## src/rtl/sysid_reader.sv

```systemverilog
// Avalon-MM read master that fetches the system ID (word 0) and build timestamp (word 1)
// and reports pass/fail/timeout. Optional periodic re-check: `define SYSID_PERIODIC_RECHECK_EN.
module sysid_reader #(
    parameter logic [31:0] EXPECTED_ID    = 32'd0,
    parameter logic [31:0] EXPECTED_TS    = 32'd1453155395,
    parameter logic [15:0] TIMEOUT_CYCLES = 16'd255,
    parameter bit          START_ON_RESET = 1'b1
`ifdef SYSID_PERIODIC_RECHECK_EN
    ,
    parameter logic [31:0] RECHECK_PERIOD = 32'd50000000
`endif
) (
    input  logic        clock,
    input  logic        reset_n,
    input  logic        start,
    output logic        avm_address,
    output logic        avm_read,
    input  logic [31:0] avm_readdata,
    input  logic        avm_waitrequest,
    output logic        busy,
    output logic        done,
    output logic        pass,
    output logic        timeout_err,
    output logic [31:0] id_value,
    output logic [31:0] ts_value
`ifdef SYSID_PERIODIC_RECHECK_EN
    ,
    output logic        ever_failed
`endif
);

    typedef enum logic [2:0] {
        ST_IDLE  = 3'd0,
        ST_RD_ID = 3'd1,
        ST_RD_TS = 3'd2,
        ST_CHECK = 3'd3,
        ST_DONE  = 3'd4
    } state_e;

    state_e      state_q, state_d;
    logic        start_q, start_d;
    logic [15:0] cnt_q, cnt_d;
    logic [31:0] id_q, id_d;
    logic [31:0] ts_q, ts_d;
    logic        done_q, done_d;
    logic        pass_q, pass_d;
    logic        terr_q, terr_d;
    logic        read_q, read_d;
    logic        addr_q, addr_d;
    logic        busy_q, busy_d;
    logic        to_hit_s;
    logic        go_s;

`ifdef SYSID_PERIODIC_RECHECK_EN
    logic [31:0] idle_q, idle_d;
    logic        ever_failed_q, ever_failed_d;
`endif

    // Next-state, capture and output-register decode for the check sequencer.
    always_comb begin
        state_d = state_q;
        cnt_d   = cnt_q;
        id_d    = id_q;
        ts_d    = ts_q;
        done_d  = done_q;
        pass_d  = pass_q;
        terr_d  = terr_q;
        // A start seen while a check is running is dropped, never queued.
        start_d = start && ((state_q == ST_IDLE) || (state_q == ST_DONE));
        to_hit_s = (TIMEOUT_CYCLES != 16'd0) && avm_waitrequest &&
                   (cnt_q == (TIMEOUT_CYCLES - 16'd1));
`ifdef SYSID_PERIODIC_RECHECK_EN
        go_s = start_q || (idle_q == (RECHECK_PERIOD - 32'd1));
`else
        go_s = start_q;
`endif

        case (state_q)
            ST_IDLE: begin
                if (start_q) begin
                    state_d = ST_RD_ID;
                    cnt_d   = 16'd0;
                end else begin
                    state_d = ST_IDLE;
                end
            end
            ST_RD_ID: begin
                if (!avm_waitrequest) begin
                    id_d    = avm_readdata;
                    cnt_d   = 16'd0;
                    state_d = ST_RD_TS;
                end else if (to_hit_s) begin
                    terr_d  = 1'b1;
                    pass_d  = 1'b0;
                    done_d  = 1'b1;
                    state_d = ST_DONE;
                end else begin
                    cnt_d   = cnt_q + 16'd1;
                end
            end
            ST_RD_TS: begin
                if (!avm_waitrequest) begin
                    ts_d    = avm_readdata;
                    cnt_d   = 16'd0;
                    state_d = ST_CHECK;
                end else if (to_hit_s) begin
                    terr_d  = 1'b1;
                    pass_d  = 1'b0;
                    done_d  = 1'b1;
                    state_d = ST_DONE;
                end else begin
                    cnt_d   = cnt_q + 16'd1;
                end
            end
            ST_CHECK: begin
                pass_d  = (id_q == EXPECTED_ID) && (ts_q == EXPECTED_TS);
                done_d  = 1'b1;
                state_d = ST_DONE;
            end
            ST_DONE: begin
                if (go_s) begin
                    done_d  = 1'b0;
                    pass_d  = 1'b0;
                    terr_d  = 1'b0;
                    cnt_d   = 16'd0;
                    state_d = ST_RD_ID;
                end else begin
                    state_d = ST_DONE;
                end
            end
            default: begin
                state_d = ST_IDLE;
            end
        endcase

        // Bus strobes are registered from the next state so they stay glitch-free.
        read_d = (state_d == ST_RD_ID) || (state_d == ST_RD_TS);
        addr_d = (state_d == ST_RD_TS);
        busy_d = (state_d == ST_RD_ID) || (state_d == ST_RD_TS) || (state_d == ST_CHECK);
    end

    // State and result registers; the async clear drops avm_read immediately mid-transfer.
    always_ff @(posedge clock or negedge reset_n) begin
        if (!reset_n) begin
            state_q <= ST_IDLE;
            start_q <= START_ON_RESET;
            cnt_q   <= 16'd0;
            id_q    <= 32'd0;
            ts_q    <= 32'd0;
            done_q  <= 1'b0;
            pass_q  <= 1'b0;
            terr_q  <= 1'b0;
            read_q  <= 1'b0;
            addr_q  <= 1'b0;
            busy_q  <= 1'b0;
        end else begin
            state_q <= state_d;
            start_q <= start_d;
            cnt_q   <= cnt_d;
            id_q    <= id_d;
            ts_q    <= ts_d;
            done_q  <= done_d;
            pass_q  <= pass_d;
            terr_q  <= terr_d;
            read_q  <= read_d;
            addr_q  <= addr_d;
            busy_q  <= busy_d;
        end
    end

`ifdef SYSID_PERIODIC_RECHECK_EN
    // Idle timer runs only while parked in DONE; any restart zeroes it.
    always_comb begin
        if ((state_q == ST_DONE) && !go_s) begin
            idle_d = idle_q + 32'd1;
        end else begin
            idle_d = 32'd0;
        end
        ever_failed_d = ever_failed_q || (done_d && !pass_d);
    end

    // Re-check timer and sticky failure flag.
    always_ff @(posedge clock or negedge reset_n) begin
        if (!reset_n) begin
            idle_q        <= 32'd0;
            ever_failed_q <= 1'b0;
        end else begin
            idle_q        <= idle_d;
            ever_failed_q <= ever_failed_d;
        end
    end

    assign ever_failed = ever_failed_q;
`endif

    assign avm_address = addr_q;
    assign avm_read    = read_q;
    assign busy        = busy_q;
    assign done        = done_q;
    assign pass        = pass_q;
    assign timeout_err = terr_q;
    assign id_value    = id_q;
    assign ts_value    = ts_q;

endmodule

```

## config.mk

```make
export PLATFORM = sky130hd
export DESIGN_NAME = sysid_reader
export DESIGN_NICKNAME = d
export VERILOG_FILES = /design/src/rtl/sysid_reader.sv
export SDC_FILE = /design/constraint.sdc
export NUM_CORES = 1
export LEC_CHECK = 0
export ABC_AREA = 0
export BUFFER_PORTS_ARGS = -buffer_cell sky130_fd_sc_hd__buf_2
export CAP_MARGIN = 30
export CORE_MARGIN = 5
export CORE_UTILIZATION = 35
export DETAILED_ROUTE_END_ITERATION = 12
export PLACE_DENSITY = 0.6
export SLEW_MARGIN = 20
export SYNTH_ARGS = -nofsm -noshare
export SYNTH_HDL_FRONTEND = slang
export SYNTH_SLANG_ARGS = --single-unit
```

## constraint.sdc

```tcl
create_clock -name clock -period 2.05 [get_ports clock]
set_input_delay 0.1025 -clock clock [delete_from_list [all_inputs] [get_ports clock]]
set_output_delay 0.1025 -clock clock [all_outputs]
set_load 0.03 [all_outputs]
```

# Word level (Yosys, flattened, before mapping)
# Cells that the tools add are included.
# word_totals
reg_bits	90
input_bits	36
out_inout_bits	70
elab_cells	63
# op_classes
add_sub_neg	1
n_eq_ne	14
mux	18
n_bitwise	1
reduce_logical	18
# op_table
op	n
2-to-1 mux 16 bit	3
== test 32 x 31 -> 1 bit (second input constant)	1
logical NOT 32 bit	1
one-hot mux 16 bit (2 select lines)	1
adder 16 x 1 -> 16 bit (second input constant)	1
== test 16 x 8 -> 1 bit (second input constant)	1
one-hot mux 3 bit (5 select lines)	1
== test 3 x 2 -> 1 bit (second input constant)	4
2-to-1 mux 3 bit	4
AND reduction 4 bit	2
== test 3 x 1 -> 1 bit (second input constant)	2
2-to-1 mux 1 bit	6
inequality test 2 x 1 -> 1 bit (second input constant)	3
one-hot mux 1 bit (3 select lines)	2
AND reduction 2 bit	2
nonzero test 2 bit	2
OR reduction 2 bit	2
== test 3 bit (second input constant)	1
logical AND 1 bit	3
logical NOT 3 bit	1
logical OR 1 bit	3
inequality test 3 bit (second input constant)	1
AND reduction 3 bit	1
nonzero test 3 bit	1
3 further kinds	3

# Depth between registers and ports, before layout
# logic_depth
depth_word	8
mapped_depth	8
depth_no_buf	6

# Worst setup path after synthesis
# No wires, ideal clock.
# synth_path
path_type	reg-to-reg
startpoint	register cnt_q[0]
endpoint	register cnt_q[8]
setup_ns	0.079
arrival_time_ns	1.732
required_ns	1.971
path_slack_ns	0.239
stages_incl_launch_ff	8
n_path_buf	1
synth_period_minus_slack_ns	1.811
path_cell_list	dfrtp_1 > inv_1 > ha_1 > and4_1 > and4_1 > buf_6 > or4_1 > mux2i_1
# synth_between
elab_chain_len	4
elab_cells_between_ends	8
cone_classes	1 x add/sub; 2 x eq/ne; 3 x mux; 2 x reduce/logical
# synth_rtl
item	line_no	text
from (decl)	42	logic [15:0] cnt_q, cnt_d;
from (signal assigned)	159	cnt_q <= cnt_d;
adder 16 x 1 -> 16 bit / == test 16 x 8 -> 1 bit (equally long branches)	98, 112, 71	
2-to-1 mux 16 bit / logical AND 1 bit (equally long branches)	92, 106, 70	
2-to-1 mux 16 bit / inequality test 3 bit (equally long branches)	n/a	
one-hot mux 16 bit (2 select lines) / AND reduction 3 bit (equally long branches)	n/a	
# Several ways; a longest one is shown, not always the timed one. The select of a mux whose other input is x is not followed.
# A chain may end at the register's enable or synchronous reset.

# Worst setup path after layout
# Same ends and word-level chain as after synthesis.

==> impl_results.md <==
* Synthesized net count at 348
* Total Power at ~8.6 mW
* Layout area overhead at 30.8%
* Post-synth EDFFs at 0
* Hpwl dp at 7260 microns
* Startpoint Class: register
* Rows at 39
* Fillers at 1048
* GPL Wtd Cong at 0.830
* Slew Limit Fails at 0
* Final min period at 1.90 ns
* Clk buf depth at 2
* First-pass GRT wire length at 17700 microns
* Fin crit share at 92.7%
* Grt total ovfl at 0
* Slew HR at approximately 59%
* Clock Root Buffer: clkbuf_16
* Die width at 118 microns
* Worst EP required at ~2.3 ns
* I/O pin count at approximately 110
* Yosys warns at 0
* Die Height at 118 microns
* CTS tree: built
* Clk slew on worst S/H paths at 0.06 ns
* Residual DRC at 0
* Iteration count of the initial detailed-routing pass at 4
* Post-synthesis cell count at 310
* Global-route usage over all layers at between 15 and 20%
* Finish-stage setup viols at 0
* Vias per Instance at 5.16
* Status: finished clean
* Pre-CTS setup slack at around 0.16 ns
* Pwr dens at 1600 nW/um^2
* Yosys reg bits at 90
* Slew @ Worst Pin at 0.610 ns
* Via count at just over 3000
* TNS Setup at 0 ns
* Clock sink total at 90
* CP Max Fanout at 10
* Synth unique cells at 50
* Final setup margin at 0.150 ns
* Std-Cell Core Area at 11500 sq um
* Lkg Pwr at 2.41 nW
* Placed cells at 553
* Number of DRC markers in iteration 0 at 78
* Critical path capture point type: register
* Seq/Total Area, Yosys at between 50% and 60%
* Initial antenna violation count at 0
* Mapped Area at 4100 sq um
* Vias in the first global route at about 3300
* Asr flop ratio synth at 100%
* Final net count at ~500
* Hold Crit Class: in -> reg
* Layout cells sized above 1 at roughly 45%
* Ys flop type: dfrtp_1
* Non-Filler Instances at 594
* CTS Buf Count at 9
* Port bufs at 105
* ANT nets after route at 0
* Initial core utilization at 35.7%
* Maximum number of pins on one net before global-route repair at 35
* DRT Wirelength at 10400 microns
* Antenna diodes at 0
* Hold Fails Final Rpt at 0
* CP arrival at 2.17 ns
* Fmax at 526 MHz
* RSZ-0062 raised after global routing: false
* Layout Skew at 0.00644 ns
* Wire per inst at around 18 microns
* Critical path class: reg -> reg
* Maximum VDD drop at 1.01 mV
* H-tree Lvls at 3
* Die Area at 14000 sq um
* Clock latency on the worst-skew pair at 0.34 ns
* Syn avg cell area at between 10 and 15 sq um
* Max-cap violations at 0
## state kept, by name, summed over array words and instances (netlist names)
signal	flops
ts_value	32
cnt_q	16
id_value	32
timeout_err	1
go_s	1
busy	1
pass	1
state_q	3
done	1
avm_address	1
avm_read	1
## placed cells by master (no fill, tap or decap), drive strengths merged, types with 2 or more instances in the layout
cell and count:
nand3b 2, and2 2, clkbuf 10, inv 7, nand4 6, nand2 11
nor4b 3, mux2 64, nor2 7, nand3 10, and4 6, o31ai 9
o21ai 7, a21oi 5, dfrtp 89, ha 2, a31oi 5, nand2b 2
nor2b 3, mux2i 2, dlygate4sd3 27, buf 117, nor4bb 6, o311ai 2
a22oi 9, or4 8, clkinvlp 2, nor4 10, o211ai 4
## layer usage
metal / GRT usage (%) / routed length [microns]
met1: 19.9 / 4610
met2: 25.2 / 5040
met3: 6.06 / 745
met4: 3.66 / 48
met5: 0 / 0
## Yosys cell counts, drive strengths merged, types with 5 or more instances
| cell type | instances | share of area, % |
|---|---|---|
| nand4 | 6 | 1.6 |
| o31ai | 9 | 1.6 |
| dfrtp | 89 | 54 |
| a21oi | 5 | 0.61 |
| mux2 | 64 | 18 |
| a22oi | 9 | 1.8 |
| nor4bb | 6 | 1.5 |
| nor4 | 10 | 1.9 |
| nand3 | 10 | 1.2 |
| o21ai | 7 | 0.85 |
| inv | 6 | 0.55 |
| buf | 13 | 2.5 |
| nand2 | 11 | 1.0 |
| a31oi | 5 | 0.76 |
| nor2 | 7 | 0.82 |
| and4 | 6 | 1.3 |
| or4 | 8 | 1.6 |
## per-stage QoR
stage | cell area (sq um) | util [%] | hold WS, ns
4_1_cts | 5360 | 46.7 | 0.000587
6_report | 5360 | 46.8 | 0.0179
2_1_floorplan | 4100 | - | -0.193
3_3_place_gp | 4820 | 42.1 | 0.0949
5_1_grt | 5360 | 46.8 | 0.00290
3_5_place_dp | 4820 | 42.1 | 0.0987
## cell type report
type,count,area [sq um],area share (%)
Clock buffer,10,239,4.46
Clock inverter,4,28.8,0.537
Inverter,6,22.5,0.420
Multi-Input combinational cell,197,1710,31.9
Sequential cell,90,2250,42.0
Tap cell,143,179,3.34
Timing Repair Buffer,144,926,17.3
## where the power goes
| part | internal [mW] | switching [mW] | total, mW |
|---|---|---|---|
| Clock | 0.843 | 0.680 | 1.52 |
| Sequential | 2.52 | 0.663 | 3.19 |
| Combinational | 1.43 | 2.44 | 3.87 |
## worst max-delay path: stages, from the launching register on
cell and delay (ns):
dfrtp_1 0.38, inv_1 0.08, ha_1 0.19, and4_1 0.21, and4_2 0.30, or4_1 0.54
mux2i_1 0.13
## path summary, 6_finish.rpt
check                           startpoint           end  slack (ns)  depth (start not counted)
setup / recovery                  cnt_q[0]      cnt_q[8]        0.15                          6
hold / removal             avm_readdata[2]   ts_value[2]        0.02                          2
setup reg to reg                  cnt_q[0]      cnt_q[8]        0.15                          6
hold reg to reg                   cnt_q[5]      cnt_q[5]        0.49                          1
max in group asynchronous          reset_n  id_value[19]        1.06                          3
min in group asynchronous          reset_n          busy        0.26                          2
## logic make-up (layout without fill, tap and decap cells)
kind of cell / after synthesis / in the layout / share of synthesized area, %
flops: 90 / 90 / 55.0
simple gates: 82 / 82 / 14.2
mux: 66 / 66 / 18.1
compound gates: 46 / 46 / 8.09
buf+inv: 23 / 164 / 3.42
fa+ha+maj: 2 / 2 / 0.610
xor+xnor: 1 / 1 / 0.672
## repair_timing
action,CTS,global route
hold endpoints to repair,70,0
setup buffers,0,0
setup endpoints to repair,0,2
hold buffers,27,0
gates resized for setup,0,2
(Power assumes the default switching activity.)
